--- src/rtl/sync_debounce.sv ---
// Synchronizer plus debounce filter for one asynchronous level input.
// Define SYNC_DEBOUNCE_EN to build the debounce FSM; without it o_q simply registers the synchronized level.
module sync_debounce #(
  parameter int N_SYNC    = 2,
  parameter int BW_CNT    = 4,
  parameter int DB_CYCLES = 8
) (
  input  logic i_clk,
  input  logic i_rst,
  input  logic i_d,
  output logic o_q,
  output logic o_rise,
  output logic o_fall,
  output logic o_busy
);

  if (N_SYNC < 2 || N_SYNC > 4 || DB_CYCLES < 2 || DB_CYCLES > (2**BW_CNT) - 1) begin : g_param_check
    $error("sync_debounce: illegal N_SYNC/BW_CNT/DB_CYCLES combination");
  end

  logic [N_SYNC-1:0] r_sync;
  logic              w_s;

  always_ff @(posedge i_clk) begin
    if (i_rst) r_sync <= '0;
    else       r_sync <= {r_sync[N_SYNC-2:0], i_d};
  end

  assign w_s = r_sync[N_SYNC-1];

`ifdef SYNC_DEBOUNCE_EN
  // state      | meaning
  // ST_LO      | stable low, o_q=0
  // ST_WAIT_HI | s went high, counting stable cycles before accepting
  // ST_HI      | stable high, o_q=1
  // ST_WAIT_LO | s went low, counting stable cycles before accepting
  typedef enum logic [1:0] {ST_LO, ST_WAIT_HI, ST_HI, ST_WAIT_LO} state_t;

  localparam logic [BW_CNT-1:0] CNT_ONE  = BW_CNT'(1);
  localparam logic [BW_CNT-1:0] CNT_LAST = BW_CNT'(DB_CYCLES - 1);

  state_t            r_state, w_state_nxt;
  logic [BW_CNT-1:0] r_cnt, w_cnt_nxt;
  logic              r_q, r_rise, r_fall, r_busy;
  logic              w_q_nxt, w_rise_nxt, w_fall_nxt, w_busy_nxt;

  always_ff @(posedge i_clk) begin
    if (i_rst) begin
      r_state <= ST_LO;
      r_cnt   <= '0;
      r_q     <= 1'b0;
      r_rise  <= 1'b0;
      r_fall  <= 1'b0;
      r_busy  <= 1'b0;
    end else begin
      r_state <= w_state_nxt;
      r_cnt   <= w_cnt_nxt;
      r_q     <= w_q_nxt;
      r_rise  <= w_rise_nxt;
      r_fall  <= w_fall_nxt;
      r_busy  <= w_busy_nxt;
    end
  end

  always_comb begin
    w_state_nxt = r_state;
    w_cnt_nxt   = r_cnt;
    w_q_nxt     = r_q;
    w_rise_nxt  = 1'b0;
    w_fall_nxt  = 1'b0;
    case (r_state)
      ST_LO: begin
        if (w_s) begin
          w_state_nxt = ST_WAIT_HI;
          w_cnt_nxt   = CNT_ONE;
        end
      end
      ST_WAIT_HI: begin
        if (!w_s) begin
          w_state_nxt = ST_LO;
          w_cnt_nxt   = '0;
        end else if (r_cnt >= CNT_LAST) begin
          w_state_nxt = ST_HI;
          w_cnt_nxt   = '0;
          w_q_nxt     = 1'b1;
          w_rise_nxt  = 1'b1;
        end else begin
          w_cnt_nxt = r_cnt + CNT_ONE;
        end
      end
      ST_HI: begin
        if (!w_s) begin
          w_state_nxt = ST_WAIT_LO;
          w_cnt_nxt   = CNT_ONE;
        end
      end
      ST_WAIT_LO: begin
        if (w_s) begin
          w_state_nxt = ST_HI;
          w_cnt_nxt   = '0;
        end else if (r_cnt >= CNT_LAST) begin
          w_state_nxt = ST_LO;
          w_cnt_nxt   = '0;
          w_q_nxt     = 1'b0;
          w_fall_nxt  = 1'b1;
        end else begin
          w_cnt_nxt = r_cnt + CNT_ONE;
        end
      end
      default: begin
        w_state_nxt = ST_LO;
        w_cnt_nxt   = '0;
        w_q_nxt     = 1'b0;
      end
    endcase
    // busy is registered alongside the state so it tracks the WAIT states exactly
    w_busy_nxt = (w_state_nxt == ST_WAIT_HI) || (w_state_nxt == ST_WAIT_LO);
  end

  assign o_q    = r_q;
  assign o_rise = r_rise;
  assign o_fall = r_fall;
  assign o_busy = r_busy;
`else
  logic r_q, r_rise, r_fall;

  always_ff @(posedge i_clk) begin
    if (i_rst) begin
      r_q    <= 1'b0;
      r_rise <= 1'b0;
      r_fall <= 1'b0;
    end else begin
      r_q    <= w_s;
      r_rise <= w_s & ~r_q;
      r_fall <= ~w_s & r_q;
    end
  end

  assign o_q    = r_q;
  assign o_rise = r_rise;
  assign o_fall = r_fall;
  assign o_busy = 1'b0;
`endif

endmodule

--- config.mk ---
export PLATFORM = sky130hd
export DESIGN_NAME = sync_debounce
export DESIGN_NICKNAME = d
export VERILOG_FILES = /design/src/rtl/sync_debounce.sv
export SDC_FILE = /design/constraint.sdc
export NUM_CORES = 1
export LEC_CHECK = 0
export BUFFER_PORTS_ARGS = -buffer_cell sky130_fd_sc_hd__clkbuf_2
export CAP_MARGIN = 5
export CORE_AREA = 10 10 47 49
export DETAILED_ROUTE_END_ITERATION = 8
export DIE_AREA = 0 0 57 59
export MAX_ROUTING_LAYER = met4
export PLACE_DENSITY = 0.35
export RECOVER_POWER = 50
export SLEW_MARGIN = 30
export SYNTH_ARGS = -nofsm -noshare
export SYNTH_HDL_FRONTEND = slang
export SYNTH_SLANG_ARGS = --single-unit
--- constraint.sdc ---
create_clock -name i_clk -period 0.8 [get_ports i_clk]
set_input_delay 0 -clock i_clk [delete_from_list [all_inputs] [get_ports i_clk]]
set_output_delay 0 -clock i_clk [all_outputs]
set_load 0.05 [all_outputs]
# Word level (Yosys, flattened, before mapping)
# Cells that the tools add are included.
dict set report totals {
  inputBits 3
  ff_bits 5
  word_cells 8
}
dict set report classes {
  n_bitwise 4
}
# op count
set ops {}
lappend ops {{1-bit AND} 2}
lappend ops {{1-bit inverter} 2}

# Logic depth before layout (Yosys ltp)
dict set report logic_depth {
  depth_word 2
  mapped_depth 1
  depth_no_buf 1
}

# Worst setup path after synthesis
# Ideal clock, no wire load.
dict set report synth_path {
  path_type {reg2reg}
  from {register r_q (netlist: o_q)}
  to {register r_fall (netlist: o_fall)}
  slack_ns -0.107
  synth_period_minus_slack_ns 0.907
  required_ns 0.720
  arrival_ns 0.828
  stages_incl_launch_ff 2
  setup_time_ns 0.080
  cell_sequence {dfxtp_1 > nor3b_1}
}
dict set report synth_between {
  elab_chain_cells 1
}
# element line
set synth_lines {}
lappend synth_lines {{from (decl)} 125} ;# logic r_q, r_rise, r_fall;
lappend synth_lines {{from (signal assigned)} 133} ;# r_q <= w_s;
lappend synth_lines {{1-bit AND} 135} ;# r_fall <= ~w_s & r_q;
lappend synth_lines {{to (signal assigned)} 135}
lappend synth_lines {{to (decl)} 125}
# Every way passes these cells.
# A chain may end at the register's enable or synchronous reset.

# Worst setup path in the final report
dict set report layout_path {
  from {register r_fall (netlist: o_fall)}
  to {output o_fall}
}
# element line
set layout_rtl {}
lappend layout_rtl {{to (decl)} 13} ;# output logic o_fall,
# No word-level cell between the ends.

==> results.yml <==
routing:
  drt_iter0_markers: 1
  first_pass_iters: 2
  routed_wirelength_um: 277
  antenna_left: 0
  viasPerCell: 2.947
  vias: 112
  wl_per_cell_um: 7.289
  drc: 0
worst_setup_path:
  crit_start: "o_fall$_SDFF_PP0_"
  crit_slowest_cell: "dfxtp_1"
  end_kind: "output pin"
  cp.arrival_ns: 0.76
  path_cells: "clkbuf_4"
  crit_fanout: 1
  startpoint_type: "register"
  critPathKind: "reg -> out"
  cp.required_ns: 0.80
  cp_num_buf_inv: 1
  crit_family: "flip-flops"
  worstReg2RegStart: "o_q$_SDFF_PP0_"
  slowest_delay_ns: 0.30
timing:
  period_needed_ns: 0.7592
  hold_viol_final: 0
  fin_crit_sh_pct: 94.90
  drv_slew: 0
  clock.fmax_mhz: 1317
  finalSetupViolCount: 0
  rsz0062_at_grt: "false"
  timing.hold.ws_ns: 0.4246
  tns_ns: 0
  fin_skew_ns: 0.002763
  setup_ws_ns: 0.04082
synth:
  synth_nets: 15
  synth_area_leaders: "dfxtp_1 69%, nor2b_1 13%, nor3b_1 10%"
  synth_cell_types: 5
  synth_top_area_share_pct: 68.97
  postSynthCellCount: 12
  ys_warn_count: 0
  syn-cell-area_um2: 145.1
  synth_area_per_cell_um2: 12.09
  synth_seq_cells: 5
  yosysSeqAreaShare_pct: 68.97
  yosysTopAreaCell: "dfxtp_1"
cts:
  clockBufferDepth: 2
  clock-sinks: 5
  cts.reportedPaths.clkPinSlew_ns: 0.04
  cts_tree: "done"
  clock_latency_ns: 0.24
  h-tree-depth: 1
  root_buffer: "clkbuf_4"
  numCtsBuffers: 3
outcome:
  run_status: "completed"
floorplanning:
  initial_core_util_pct: 10.36
  io_pins: 7
  core_area_um2: 1401
  die_x_um: 57
  die_area_um2: 3363
  row_count: 14
  die_height_um: 59
grt:
  antenna_found_initial: 0
  grt_pass1_vias: 129
  grt_max_degree: 6
  grt_first_pass_wirelength_um: 496
  globalRoute.totalOverflow: 0
  groute.usage.overall_pct: 2.358
pwr:
  cellPowerDensity_nw_per_um2: 2436
  leakage_nw: 0.1024
  finalPower_mw: 0.5944
  vdd_drop_max_uv: 1175
layout:
  area_delta_synth_final_pct: 68.10
  fillers: 164
  fin_nets: 26
  n_antenna_cell: 0
  stdcell_area_um2: 244.0
  drive_gt1_share_pct: 40.91
run:
  drv_cap: 0
place:
  port_buffers: 5
  place_congestion: 0.5493
  pre_cts_ws_ns: 0.1972
  dpl_cell_area_um2: 183.9
  dp_hpwl_um: 218.3
hold_path:
  hold_class: "reg -> reg"
  hp-start: "r_sync[1]$_SDFF_PP0_"
## cells in the mapped netlist
| cell | instances |
|---|---|
| dfxtp_1 | 5 |
| nor2b_1 | 3 |
| conb_1 | 1 |
| nor3b_1 | 2 |
| buf_4 | 1 |
## cell families (layout without fill, tap and decap cells)
group,after synthesis,after routing,synth area share [%]
other,1,1,2.584
and+or+nand+nor,5,5,23.27
DFF,5,5,68.97
buffers and inverters,1,11,5.174
## layout by cell type (no fill, tap or decap), drive strengths merged
master       count
clkbuf           9
conb             1
dfxtp            5
dlygate4sd3      2
nor2b            3
nor3b            2
## state kept, by name, indices dropped and copies added, names as in the netlist
| name | flops |
|---|---|
| o_q | 1 |
| o_fall | 1 |
| o_rise | 1 |
| r_sync | 2 |
## where the power goes
group / total, mW / switching, mW / internal (mW)
Sequential: 0.262 / 0.00314 / 0.259
Combinational: 0.0497 / 0.0301 / 0.0195
Clock: 0.283 / 0.0948 / 0.188
## worst paths after layout
check	to	slack, ns	cells after the start
worst max-delay path	o_fall	0.04	1
worst min-delay path	o_fall$_SDFF_PP0_	0.42	1
worst max register to register	o_rise$_SDFF_PP0_	0.19	1
worst min register to register	o_fall$_SDFF_PP0_	0.42	1
## layout make-up
class                      instances  area, µm²  area share [%]
sequential                         5      101.3           41.54
timing repair buffer               7      58.81           24.10
multi-input combinational          6      37.54           15.38
clock buffer                       4      26.28           10.77
tap                               16      20.02           8.205
## metrics by stage
| stage | cells | util [%] |
|---|---|---|
| 2_1_floorplan | 12 | - |
| 3_3_place_gp | 32 | 13.13 |
| 3_5_place_dp | 32 | 13.13 |
| 4_1_cts | 38 | 17.41 |
| 5_1_grt | 38 | 17.41 |
| 6_report | 38 | 17.41 |
## repair_timing
| action | 4_1_cts | 5_1_grt |
|---|---|---|
| resized for setup | 4 | 0 |
| setup buffers | 0 | 0 |
| hold buffers | 2 | 0 |
| setup endpoints to repair | 3 | 0 |
| hold endpoints to repair | 5 | 0 |
## metal layers
| metal | vias to the layer above | part of all wire [%] | global-route usage (%) |
|---|---|---|---|
| met3 | 0 | 25 | 4.506 |
| met5 | - | 0 | - |
| li1 | 55 | - | - |
| met1 | 48 | 45 | 2.026 |
| met4 | 0 | 0 | 1.007 |
| met2 | 9 | 30 | 1.860 |
No activity file was read; power rests on OpenSTA's default activity.
